### config.mk
export PLATFORM = sky130hd
export DESIGN_NAME = mc_ctrl_fsm
export DESIGN_NICKNAME = d
export VERILOG_FILES = /design/src/rtl/mc_ctrl_fsm.sv
export SDC_FILE = /design/constraint.sdc
export NUM_CORES = 1
export LEC_CHECK = 0
export ABC_AREA = 1
export CORE_MARGIN = 3
export CORE_UTILIZATION = 36
export CTS_CLUSTER_DIAMETER = 50
export DETAILED_ROUTE_END_ITERATION = 7
export PLACE_DENSITY = 0.71
export SLEW_MARGIN = 30
export SYNTH_ARGS = -nofsm -noshare
export SYNTH_HDL_FRONTEND = slang
export SYNTH_SLANG_ARGS = --single-unit
### constraint.sdc
create_clock -name clk -period 1.31 [get_ports clk]
set_clock_uncertainty 0.15 [all_clocks]
set_input_delay 0.131 -clock clk [delete_from_list [all_inputs] [get_ports clk]]
set_output_delay 0.131 -clock clk [all_outputs]
set_load 0.03 [all_outputs]
### src/rtl/mc_ctrl_fsm.sv
// Multi-cycle MIPS control FSM: sequences fetch/decode/execute/memory/writeback
// for a shared-memory, single-ALU datapath and traps unsupported opcodes.
module mc_ctrl_fsm #(
  parameter bit MEM_HANDSHAKE = 1'b1,
  parameter bit ILLEGAL_TRAP  = 1'b1
) (
  input  logic       clk,
  input  logic       rst_n,
  input  logic [5:0] opcode,
  input  logic       mem_ready,
  output logic       pc_write,
  output logic       pc_write_cond,
  output logic       iord,
  output logic       mem_read,
  output logic       mem_write,
  output logic       ir_write,
  output logic       mem_to_reg,
  output logic       reg_dst,
  output logic       reg_write,
  output logic       alu_src_a,
  output logic [1:0] alu_src_b,
  output logic [2:0] alu_op,
  output logic [1:0] pc_source,
  output logic       instr_done,
  output logic       illegal_op,
  output logic [3:0] state
);

  typedef enum logic [3:0] {
    S_RESET  = 4'd0,
    S_FETCH  = 4'd1,
    S_DECODE = 4'd2,
    S_MADDR  = 4'd3,
    S_MRD    = 4'd4,
    S_MWB    = 4'd5,
    S_MWR    = 4'd6,
    S_REXE   = 4'd7,
    S_RWB    = 4'd8,
    S_BRANCH = 4'd9,
    S_JUMP   = 4'd10,
    S_IEXE   = 4'd11,
    S_IWB    = 4'd12,
    S_TRAP   = 4'd13
  } state_t;

  localparam logic [5:0] OP_R    = 6'd0;
  localparam logic [5:0] OP_J    = 6'd2;
  localparam logic [5:0] OP_BEQ  = 6'd4;
  localparam logic [5:0] OP_ADDI = 6'd8;
  localparam logic [5:0] OP_ORI  = 6'd13;
  localparam logic [5:0] OP_LW   = 6'd35;
  localparam logic [5:0] OP_SW   = 6'd43;

  state_t     state_r;
  logic [5:0] op_r;
  logic       illegal_r;
  logic       rdy_s;

  assign rdy_s = MEM_HANDSHAKE ? mem_ready : 1'b1;

  // State sequencing, opcode capture and the registered illegal-opcode flag
  always_ff @(posedge clk or negedge rst_n) begin
    if (!rst_n) begin
      state_r   <= S_RESET;
      op_r      <= 6'd0;
      illegal_r <= 1'b0;
    end else begin
      illegal_r <= 1'b0;
      case (state_r)
        S_RESET:  state_r <= S_FETCH;
        S_FETCH:  state_r <= rdy_s ? S_DECODE : S_FETCH;
        S_DECODE: begin
          op_r <= opcode;
          case (opcode)
            OP_LW, OP_SW:     state_r <= S_MADDR;
            OP_R:             state_r <= S_REXE;
            OP_BEQ:           state_r <= S_BRANCH;
            OP_J:             state_r <= S_JUMP;
            OP_ADDI, OP_ORI:  state_r <= S_IEXE;
            default: begin
              illegal_r <= 1'b1;
              state_r   <= ILLEGAL_TRAP ? S_TRAP : S_FETCH;
            end
          endcase
        end
        S_MADDR:  state_r <= (op_r == OP_LW) ? S_MRD : S_MWR;
        S_MRD:    state_r <= rdy_s ? S_MWB : S_MRD;
        S_MWB:    state_r <= S_FETCH;
        S_MWR:    state_r <= rdy_s ? S_FETCH : S_MWR;
        S_REXE:   state_r <= S_RWB;
        S_RWB:    state_r <= S_FETCH;
        S_BRANCH: state_r <= S_FETCH;
        S_JUMP:   state_r <= S_FETCH;
        S_IEXE:   state_r <= S_IWB;
        S_IWB:    state_r <= S_FETCH;
        S_TRAP: begin
          illegal_r <= 1'b1;
          state_r   <= S_TRAP;
        end
        default:  state_r <= S_RESET;
      endcase
    end
  end

  // Datapath controls decoded from the state; only FETCH and MWR look at mem_ready
  always_comb begin
    pc_write      = 1'b0;
    pc_write_cond = 1'b0;
    iord          = 1'b0;
    mem_read      = 1'b0;
    mem_write     = 1'b0;
    ir_write      = 1'b0;
    mem_to_reg    = 1'b0;
    reg_dst       = 1'b0;
    reg_write     = 1'b0;
    alu_src_a     = 1'b0;
    alu_src_b     = 2'b00;
    alu_op        = 3'b000;
    pc_source     = 2'b00;
    instr_done    = 1'b0;
    case (state_r)
      S_FETCH: begin
        mem_read  = 1'b1;
        alu_src_b = 2'b01;
        alu_op    = 3'b010;
        ir_write  = rdy_s;
        pc_write  = rdy_s;
      end
      S_DECODE: begin
        alu_src_b = 2'b11;
        alu_op    = 3'b010;
      end
      S_MADDR: begin
        alu_src_a = 1'b1;
        alu_src_b = 2'b10;
        alu_op    = 3'b010;
      end
      S_MRD: begin
        mem_read = 1'b1;
        iord     = 1'b1;
      end
      S_MWB: begin
        reg_write  = 1'b1;
        mem_to_reg = 1'b1;
        instr_done = 1'b1;
      end
      S_MWR: begin
        mem_write  = 1'b1;
        iord       = 1'b1;
        instr_done = rdy_s;
      end
      S_REXE: begin
        alu_src_a = 1'b1;
        alu_op    = 3'b100;
      end
      S_RWB: begin
        reg_write  = 1'b1;
        reg_dst    = 1'b1;
        instr_done = 1'b1;
      end
      S_BRANCH: begin
        alu_src_a     = 1'b1;
        alu_op        = 3'b110;
        pc_write_cond = 1'b1;
        pc_source     = 2'b01;
        instr_done    = 1'b1;
      end
      S_JUMP: begin
        pc_write   = 1'b1;
        pc_source  = 2'b10;
        instr_done = 1'b1;
      end
      S_IEXE: begin
        alu_src_a = 1'b1;
        alu_src_b = 2'b10;
        alu_op    = (op_r == OP_ORI) ? 3'b001 : 3'b010;
      end
      S_IWB: begin
        reg_write  = 1'b1;
        instr_done = 1'b1;
      end
      default: begin
        pc_write = 1'b0;
      end
    endcase
  end

  assign illegal_op = illegal_r;
  assign state      = state_r;

endmodule

# [After elaboration in Yosys (flattened, before gate mapping)]
# Cells that the tools add are included.
[word_totals] regBits=11 output_inout_bits=23 word_cells=60
[classes] n_eq_ne=21 n_mux=23 n_reduce_logical=13
[op_table] operator="$pmux W4 S9" count=1
[op_table] operator="$eq A4 B4 Y1 const B" count=6
[op_table] operator="$pmux W4 S5" count=1
[op_table] operator="$eq A6 B4 Y1 const B" count=3
[op_table] operator="$eq A6 B6 Y1 const B" count=3
[op_table] operator="$eq A4 B3 Y1 const B" count=4
[op_table] operator="$pmux W3 S4" count=1
[op_table] operator="$mux W1" count=11
[op_table] operator="$reduce_or A2 Y1" count=5
[op_table] operator="$eq A4 B2 Y1 const B" count=2
[op_table] operator="$reduce_or A7 Y1" count=1
[op_table] operator="$eq A6 B2 Y1 const B" count=1
[op_table] operator="$eq A6 B3 Y1 const B" count=1
[op_table] operator="$logic_not A6 Y1" count=1
[op_table] operator="$mux W2" count=3
[op_table] operator="$pmux W1 S2" count=3
[op_table] operator="$pmux W2 S3" count=1
[op_table] operator="$reduce_or A3 Y1" count=2
[op_table] operator="$reduce_or A6 Y1" count=1
[op_table] operator="$reduce_or A5 Y1" count=1
[op_table] operator="$eq A4 B1 Y1 const B" count=1
[op_table] operator="$logic_not A4 Y1" count=1
[op_table] operator="$pmux W2 S2" count=1
[op_table] operator="$reduce_or A4 Y1" count=1
[op_table] operator="$mux W3" count=1

# [Longest topological paths before layout]
# Gate-level depths: netlist of run 1.
[depth] ltp_word=4 ltp_mapped=8 mapped_depth_nobuf=7

# [Least setup slack after synthesis of run 1]
# OpenSTA, ideal clock, no wires.
[synth_path] kind="register -> output" from="register state_r[3] (netlist: state[3])" to="output instr_done" t_arrival_ns=1.814 required_time_ns=1.029 path_slack_ns=-0.785 stages_incl_launch_ff=7 path_cell_list="dfrtp_1 -> inv_1 -> nor2_1 -> inv_1 -> nor2_1 -> nor3_1 -> nand2_1"
[synth_via] elab_chain_len=3 word_cells_on_any_way=8
[synth_lines] item="start: declaration" line_no="54" source="state_t state_r;"
[synth_lines] item="start signal: assignment" line_no="71" source="S_FETCH: state_r <= rdy_s ? S_DECODE : S_FETCH;"
[synth_lines] item="start signal: assignment" line_no="82" source="state_r <= ILLEGAL_TRAP ? S_TRAP : S_FETCH;"
[synth_lines] item="start signal: assignment" line_no="86" source="S_MADDR: state_r <= (op_r == OP_LW) ? S_MRD : S_MWR;"
[synth_lines] item="$eq A4 B4 Y1 or $eq A4 B3 Y1 (tied branches)" line_no="121" source="case (state_r)"
[synth_lines] item="$reduce_or A5 Y1 (no line)"
[synth_lines] item="$pmux W1 S2 *" line_no="121"
[synth_lines] item="end: declaration" line_no="24" source="output logic instr_done,"
# Every way passes the cells marked *; elsewhere a longest branch is shown, timed or not.

# [Final worst setup path of run 1]
[layout_path] from="register state_r[0] (netlist: state[0])" to="output instr_done"
# Same word-level chain as after synthesis.

==> results.json, run 1 <==
{
  "fin_hold_ws_ps": 389,
  "switching_share": 0.279,
  "peakVddDrop_mv": 0.521,
  "drive_gt1_frac": 0.654,
  "first_iter_violations": 81,
  "cts.sinks": 11,
  "grt_use_total": 0.260,
  "syn_inst": 131,
  "worst_hold_path.num_cells": 2,
  "die-area_sq_mm": 0.00286,
  "ys_seq_area_frac": 0.340,
  "antenna_found_initial": 0,
  "drc_errors": 0,
  "overflow": 0,
  "core_area_sq_mm": 0.00204,
  "crit_fanout": 4,
  "start_util": 0.397,
  "syn_area_sq_um": 811,
  "ys_types": 19,
  "dp.cells": 217,
  "netlist.area_leader.share": 0.340,
  "n_antenna_cell": 0,
  "vias_per_cell": 5.78,
  "grt_max_degree": 12,
  "p_leak_uw": 0.000933,
  "cts-htree-levels": 1,
  "place_congestion": 0.868,
  "finalMaxSlewViolations": 0,
  "hold_path.class": "register to register",
  "drtAntennaViolNets": 0,
  "yosys-top-cells-area": "dfrtp_1 34%, nand2_1 17%, nor2_1 12%",
  "cp-end-kind": "primary output",
  "hold_viol": 0,
  "violations": "negative setup slack",
  "finalNetCount": 224,
  "die_h_microns": 53.5,
  "synth_top_cell_by_area": "dfrtp_1",
  "grt_pass1_wl_microns": 5300,
  "rr_worst_depth": 9,
  "r2r-end": "state[1]",
  "wire_per_inst_microns": 20.4,
  "regArea_sq_um": 280,
  "hp-start": "op_r[3]",
  "p_switching_uw": 193,
  "port_buffers": 31,
  "stdcell_count": 241,
  "die_w_microns": 53.5,
  "boundaryPins": 32,
  "r2r-start": "state[1]",
  "yosysWarnings": 0,
  "start_kind": "register",
  "cts_root_buf": "clkbuf_4",
  "cts_buffer_depth": 2,
  "reg2reg_slack_ps": -330,
  "internal_power_uw": 498,
  "wl_microns": 4910,
  "crit_type": "register to primary output",
  "fin_ws_ps": -463,
  "p_clk_frac": 0.374,
  "worst_pin_slew_ps": 306,
  "syn-num-nets": 140,
  "status": "finished with violations",
  "vias": 1393,
  "rsz0062_at_grt": "true",
  "timing.final.crit_share": 1.35,
  "cts_made_buffers": 3,
  "crit_required_ps": 1030,
  "fmaxAchievable_ghz": 0.564,
  "area_growth_pct": 135,
  "avgSynthCellArea_sq_um": 6.19,
  "holdPathEnd": "op_r[3]",
  "fillers": 66,
  "finalSetupViolations": 32,
  "synth-seq-cells": 11,
  "cts_tree": "done",
  "period_needed_ps": 1770,
  "rows": 16,
  "relSlewSlack": 0.795,
  "max_cap_violations": 0,
  "p_seq_frac": 0.491,
  "comb_power_share": 0.135,
  "power.density_mw_per_mm2": 362,
  "first_global_vias": 1198,
  "hpwlAfterDp_microns": 2120,
  "multiInputGateArea_sq_um": 683,
  "dr.pass1.iters": 5,
  "cp.arrival_ps": 1490,
  "clk-insertion-delay-late_ps": 280,
  "clkTransAtPathRegs_ps": 80
}
-- kinds of logic after synthesis --
kind of cell,share of synthesized area
AND/OR/NAND/NOR,0.444
buffers and inverters,0.120
AO/OA/AOI/OAI,0.0849
flip-flops,0.340
XOR/XNOR,0.0108
-- area by class of cell --
| class | instances | area share |
|---|---|---|
| flip-flops and latches | 11 | 0.147 |
| inverters | 21 | 0.0479 |
| multi-input cells | 97 | 0.358 |
| repair buffers | 81 | 0.415 |
| clock inverters | 1 | 0.00262 |
| clock buffers | 3 | 0.0118 |
| well taps | 27 | 0.0177 |
-- flip-flops by register name, summed over array words and instances (netlist names) --
register and flops:
state 4, illegal_op 1, op_r 6
-- how the worst max path moves through the flow --
stage               startpoint    endpoint  slack, ps  cells after the start
finish                state[0]  instr_done       -460                      7
global route          state[0]  instr_done       -520                      7
CTS                   state[2]  instr_done       -380                      6
detailed placement   opcode[4]    state[2]       -210                      7
global placement     opcode[2]    state[2]       -140                      7
floorplan             state[0]  instr_done       -280                      6
-- what timing repair did --
action                     in CTS  in global routing
hold buffers                    0                  1
gates resized for setup        65                 33
pin swaps                      13                 13
buffers inserted                7                 16
hold endpoints to repair        0                  7
setup endpoints to repair      30                 34
-- power by group through the flow --
stage	logic, uW	clock network (uW)	registers (uW)
final	93.4	258	339
after CTS	79.1	245	339
after floorplan	17.6	0	346
after detailed placement	76.6	0	346
after global routing	98.0	282	339
after global placement	74.8	0	346
-- through the flow --
stage               utilization  setup TNS, ps  setup WS (ps)  power [uW]  area (sq um)
finish                    0.934          -9490           -463         691          1910
global route              0.934         -10890           -517         719          1910
CTS                       0.843          -6950           -384         663          1720
detailed placement        0.693          -1750           -208         423          1420
global placement          0.693          -1410           -142         421          1420
floorplan                     -          -2160           -282         364           911
-- cells in the final DEF (no fill, tap or decap), types with 4 or more instances in the layout --
master	n
buf_6	35
buf_4	33
nor2_1	17
nand2_1	14
nand2_2	14
inv_1	10
nand2_4	9
nor2_4	8
clkdlybuf4s50_1	8
nand3_1	7
dfrtp_1	7
inv_2	6
inv_4	5
nand4_1	5
nor2_2	4
o21ai_2	4
o21ai_1	4
dfrtp_2	4
-- cells in the mapped netlist --
cell       instances
nor3_1             1
o21ai_0            9
inv_1             20
buf_4              1
dfrtp_1           11
o2111ai_1          1
nand4_1            5
nand2_2            2
o21ai_1            1
buf_6              1
inv_2              1
nor2_2             2
a21oi_1            2
nor2_4             1
nand3_2            1
nand3_1            9
xnor2_1            1
nor2_1            26
nand2_1           36
-- critical path: stages (launching register included) --
cell     delay [ps]
dfrtp_2         460
inv_4           100
nor2_4           60
inv_4           110
nor2_4           60
nor3_2          200
nand2_2          80
buf_6           140
-- per-layer routing --
metal,up-vias,part of all wire,track usage
met1,632,0.33,0.299
met5,-,0,0
met2,122,0.49,0.449
met4,0,0.085,0.149
met3,53,0.092,0.0366
li1,586,-,-
Note: power is estimated with default switching activity, not from simulation.
==> inputs of run 2 (changes only) <==
==> constraint.sdc (replaced) <==
create_clock -name clk -period 1.45 [get_ports clk]
set_clock_uncertainty 0.15 [all_clocks]
set_input_delay 0.145 -clock clk [delete_from_list [all_inputs] [get_ports clk]]
set_output_delay 0.145 -clock clk [all_outputs]
set_load 0.03 [all_outputs]
==> run 2 against run 1 <==
Compared with the run above:
- the flow finishes with violations (negative hold slack, negative setup slack)
- sequential power shrank 9.7%
- die area is the same
- power shrank 14%
- global-route usage shrank 2.5 points
- clock-buffer cell count is the same
- setup slack gained 130 ps
- routed wire length shrank 32%
==> results.json, run 2 (synthesized netlist as in run 1, its figures left out) <==
{
  "status": "finished with violations",
  "violations": "negative hold slack, negative setup slack",
  "overflow": 0,
  "p_switching_uw": 158,
  "cts.sinks": 11,
  "rows": 16,
  "cts_root_buf": "clkbuf_4",
  "period_needed_ps": 1780,
  "die-area_sq_mm": 0.00286,
  "power.density_mw_per_mm2": 369,
  "dp.cells": 203,
  "switching_share": 0.265,
  "hold_viol": 5,
  "crit_type": "register to primary output",
  "fillers": 140,
  "vias": 1137,
  "crit_fanout": 6,
  "power.total_uw": 596,
  "drc_errors": 0,
  "drtAntennaViolNets": 0,
  "port_buffers": 31,
  "first_iter_violations": 27,
  "first_global_vias": 1070,
  "grt_max_degree": 12,
  "cts-htree-levels": 1,
  "crit_required_ps": 1150,
  "cts_buffer_depth": 2,
  "fin_area_sq_mm": 0.00162,
  "comb_power_share": 0.100,
  "core_area_sq_mm": 0.00204,
  "area_growth_pct": 99.4,
  "fin_hold_ws_ps": -1.58,
  "fmaxAchievable_ghz": 0.562,
  "cp-end-kind": "primary output",
  "dr.pass1.iters": 5,
  "die_w_microns": 53.5,
  "final_util": 0.792,
  "vias_per_cell": 5.17,
  "timing.final.crit_share": 1.23,
  "clkTransAtPathRegs_ps": 100,
  "antenna_found_initial": 0,
  "max_cap_violations": 0,
  "wire_per_inst_microns": 15.2,
  "regArea_sq_um": 280,
  "cp.arrival_ps": 1480,
  "hold_path.class": "primary input to asynchronous set/reset pin",
  "die_h_microns": 53.5,
  "boundaryPins": 32,
  "wl_microns": 3340,
  "rsz0062_at_grt": "true",
  "drive_gt1_frac": 0.534,
  "multiInputGateArea_sq_um": 612,
  "p_seq_frac": 0.514,
  "tns_ps": -4930,
  "p_clk_frac": 0.386,
  "stdcell_count": 220,
  "slowest_delay_ps": 490,
  "finalSetupViolations": 27,
  "largest_reg_flops": 6,
  "start_util": 0.397,
  "place_congestion": 0.863,
  "mostFrequentLayoutCells": "27 x buf_6, 22 x nand2_1, 21 x buf_4",
  "p_leak_uw": 0.000775,
  "cts_made_buffers": 3,
  "finalMaxSlewViolations": 0,
  "internal_power_uw": 438,
  "clk-insertion-delay-late_ps": 280,
  "n_antenna_cell": 0,
  "critPathSlowestCell": "dfrtp_2",
  "peakVddDrop_mv": 0.416,
  "layout_commonest_cell": "buf_6",
  "top_register": "op_r",
  "start_kind": "register",
  "finalNetCount": 203,
  "path_cells": "nor2_4 -> inv_4 -> o21ai_4 -> nor3_4 -> nand2_2 -> buf_6",
  "grt_pass1_wl_microns": 4720,
  "hpwlAfterDp_microns": 2070,
  "ctsHoldBuffers": 0,
  "worst_pin_slew_ps": 322,
  "cts_tree": "done",
  "grt_use_total": 0.235,
  "place_area_sq_mm": 0.00128,
  "relSlewSlack": 0.786,
  "fin_ws_ps": -329
}
==> run 2: changes by cell type in the layout (fill, tap and decap cells not counted), moves of 3 or more <==
| cell | previous run | this run |
|---|---|---|
| nand2_2 | 14 | 11 |
| buf_6 | 35 | 27 |
| nand2_1 | 14 | 22 |
| buf_4 | 33 | 21 |
| inv_1 | 10 | 13 |
| nand2_4 | 9 | 5 |
==> run 2: worst paths after layout <==
kind / startpoint / to / slack, ps / depth (start not counted)
max: state[1] / instr_done / -330 / 6
min: rst_n / op_r[2] / -2 / 2
max reg2reg: state[0] / state[2] / -110 / 9
min reg2reg: op_r[4] / op_r[4] / 360 / 2
max in group asynchronous: rst_n / state[2] / 960 / 2
min in group clk: opcode[5] / op_r[5] / 330 / 3
==> run 2: metal layers <==
layer  up-vias  global-route usage  routed length [microns]
li1        537                   -                        -
met1       540               0.259                     1330
met2        44               0.410                     1720
met3        16              0.0366                      159
met4         0               0.149                      136
met5         -                   0                        0
==> run 2: per-stage QoR <==
step                hold slack, ps  worst slack [ps]
finish                       -1.58              -329
global route                  14.1              -393
CTS                           6.66              -250
detailed placement             309             -84.8
global placement               309             -24.4
floorplan                     -301              -156
==> run 2: critical path, delay by kind of cell (launching register included) <==
family,cells,cell delay (ps)
and+or+nand+nor,3,320
AOI/OAI and AO/OA,1,190
DFF,1,490
buffers and inverters,2,200
==> run 2: final cells by class <==
cell class | instances | area share
multi-input cells | 97 | 0.378
repair buffers | 60 | 0.355
flip-flops and latches | 11 | 0.173
inverters | 21 | 0.0550
well taps | 27 | 0.0209
clock buffers | 3 | 0.0139
clock inverters | 1 | 0.00310
==> run 2: power groups by stage <==
stage | logic, uW | clock network (uW) | registers, uW
2_1_floorplan | 15.9 | 0 | 313
3_3_place_gp | 56.4 | 0 | 313
3_5_place_dp | 57.4 | 0 | 313
4_1_cts | 57.5 | 227 | 306
5_1_grt | 65.4 | 240 | 306
6_report | 59.6 | 230 | 306
==> run 2: timing repair <==
item	in CTS	in global routing
pin swaps	14	11
gates cloned	0	0
gates resized for setup	42	41
buffers inserted	8	7
endpoints found under the setup margin	24	28
==> inputs of run 3 (changes only) <==
--- a/config.mk
+++ b/config.mk
@@ -6,10 +6,11 @@
 export NUM_CORES = 1
 export LEC_CHECK = 0
 export ABC_AREA = 1
-export CORE_MARGIN = 3
+export CORE_MARGIN = 4
 export CORE_UTILIZATION = 36
 export CTS_CLUSTER_DIAMETER = 50
 export DETAILED_ROUTE_END_ITERATION = 7
+export GPL_TIMING_DRIVEN = 0
 export PLACE_DENSITY = 0.71
 export SLEW_MARGIN = 30
 export SYNTH_ARGS = -nofsm -noshare
==> run 3 against run 2 <==
Compared with the run above:
- die area grew 7.6%
- critical path type unchanged
- power increased by 0.77%
- the flow finishes with violations (negative setup slack)
- critical path depth is 1 lower
- first-iteration DRC count stayed put
- fmax fell by 1.2%
- clock power up 5%
- global-route usage down 4.2 points
- non-clock buffer count is 6 lower
- critical endpoint is now pc_write
- routed wire length fell by 8.9%
- final cell count shrank 2.7%
==> results.json, run 3 (synthesized netlist as in run 1, its figures left out) <==
{
  "status": "finished with violations",
  "violations": "negative setup slack",
  "cts.sinks": 11,
  "top_register": "op_r",
  "tns_ps": -4400,
  "crit_fanout": 6,
  "drtAntennaViolNets": 0,
  "regArea_sq_um": 280,
  "mostFrequentLayoutCells": "26 x nand2_1, 23 x buf_6, 17 x buf_4",
  "n_antenna_cell": 0,
  "multiInputGateArea_sq_um": 604,
  "fmaxAchievable_ghz": 0.555,
  "ctsHoldBuffers": 0,
  "finalSetupViolations": 24,
  "place_congestion": 0.860,
  "period_needed_ps": 1800,
  "comb_power_share": 0.089,
  "slowest_delay_ps": 500,
  "grt_pass1_wl_microns": 4750,
  "cp-end-kind": "primary output",
  "internal_power_uw": 435,
  "vias": 1111,
  "rsz0062_at_grt": "true",
  "wl_microns": 3040,
  "first_global_vias": 1016,
  "power.density_mw_per_mm2": 384,
  "drive_gt1_frac": 0.529,
  "crit_type": "register to primary output",
  "p_seq_frac": 0.510,
  "fillers": 139,
  "antenna_found_initial": 0,
  "first_iter_violations": 27,
  "rows": 16,
  "overflow": 0,
  "finalMaxSlewViolations": 0,
  "place_area_sq_mm": 0.00123,
  "cts_tree": "done",
  "fin_area_sq_mm": 0.00156,
  "port_buffers": 31,
  "core_area_sq_mm": 0.00204,
  "cts_root_buf": "clkbuf_4",
  "final_util": 0.765,
  "peakVddDrop_mv": 0.408,
  "switching_share": 0.276,
  "worst_pin_slew_ps": 552,
  "hold_path.class": "primary input to asynchronous set/reset pin",
  "hpwlAfterDp_microns": 1900,
  "start_util": 0.397,
  "dp.cells": 189,
  "die-area_sq_mm": 0.00308,
  "layout_commonest_cell": "nand2_1",
  "cts-htree-levels": 1,
  "wire_per_inst_microns": 14.2,
  "path_cells": "nor2_4 -> buf_4 -> nand3_2 -> nand2_2 -> buf_6",
  "finalNetCount": 197,
  "stdcell_count": 214,
  "grt_max_degree": 12,
  "clk-insertion-delay-late_ps": 300,
  "grt_use_total": 0.193,
  "boundaryPins": 32,
  "start_kind": "register",
  "vias_per_cell": 5.19,
  "clkTransAtPathRegs_ps": 100,
  "cp.arrival_ps": 1510,
  "max_cap_violations": 0,
  "dp_slack_ps": -635,
  "timing.final.crit_share": 1.24,
  "p_clk_frac": 0.401,
  "cts_buffer_depth": 2,
  "drc_errors": 0,
  "largest_reg_flops": 6,
  "dr.pass1.iters": 4,
  "die_w_microns": 55.5,
  "area_growth_pct": 92.7,
  "critPathSlowestCell": "dfrtp_2",
  "p_switching_uw": 165,
  "fin_ws_ps": -350,
  "crit_required_ps": 1150,
  "cts_made_buffers": 3,
  "hold_viol": 0,
  "relSlewSlack": 0.631,
  "p_leak_uw": 0.000759,
  "die_h_microns": 55.5
}
## run 3: cell count changes in the layout (fill, tap and decap cells not counted), sizes merged
cell,before,now
dlygate4sd2,2,3
buf,49,42
clkbuf,3,4
clkdlybuf4s15,1,0
## run 3: final timing paths
path / from / slack [ps] / depth (start not counted) / end
worst min register to register: op_r[4] / 340 / 2 / op_r[4]
worst max register to register: state[1] / -110 / 7 / state[1]
min in group clk: opcode[4] / 280 / 3 / op_r[4]
worst max-delay path: state[1] / -350 / 5 / pc_write
max in group asynchronous: rst_n / 690 / 1 / state[2]
worst min-delay path: rst_n / 50 / 1 / op_r[3]
## run 3: power groups by stage
stage	clock, uW	sequential [uW]	combinational (uW)
CTS	234	306	53.4
global route	258	306	59.3
detailed placement	0	313	53.0
global placement	0	313	52.3
finish	241	306	53.5
floorplan	0	313	15.9
## run 3: layer usage
metal,wire [microns],global-route usage,part of all wire,up-vias
li1,-,-,-,526
met1,1260,0.245,0.41,517
met2,1470,0.311,0.48,56
met3,216,0.0350,0.071,12
met4,96,0.0938,0.032,0
met5,0,0,0,-
## run 3: repair_timing
action | CTS | global route
pin swaps | 18 | 6
setup buffers | 15 | 8
cloned | 0 | 0
resized for setup | 168 | 15
endpoints found under the setup margin | 25 | 24
## run 3: area by class of cell
type | count | area share
buffer | 1 | 0.00721
clock buffer | 3 | 0.0144
clock inverter | 1 | 0.00320
inverter | 21 | 0.0584
multi-input combinational | 97 | 0.387
sequential | 11 | 0.179
tap | 27 | 0.0216
timing repair buffer | 53 | 0.329
## run 3: critical path: cells and delay by family (launching register included)
kind                   cells  cell delay (ps)
buffers and inverters      2              280
flip-flops                 1              500
AND/OR/NAND/NOR            3              420
## run 3: stage by stage
step | total power (uW) | hold WS, ps
2_1_floorplan | 328 | -301
3_3_place_gp | 365 | 314
3_5_place_dp | 366 | 317
4_1_cts | 594 | 75.2
5_1_grt | 624 | 85.1
6_report | 601 | 45.2
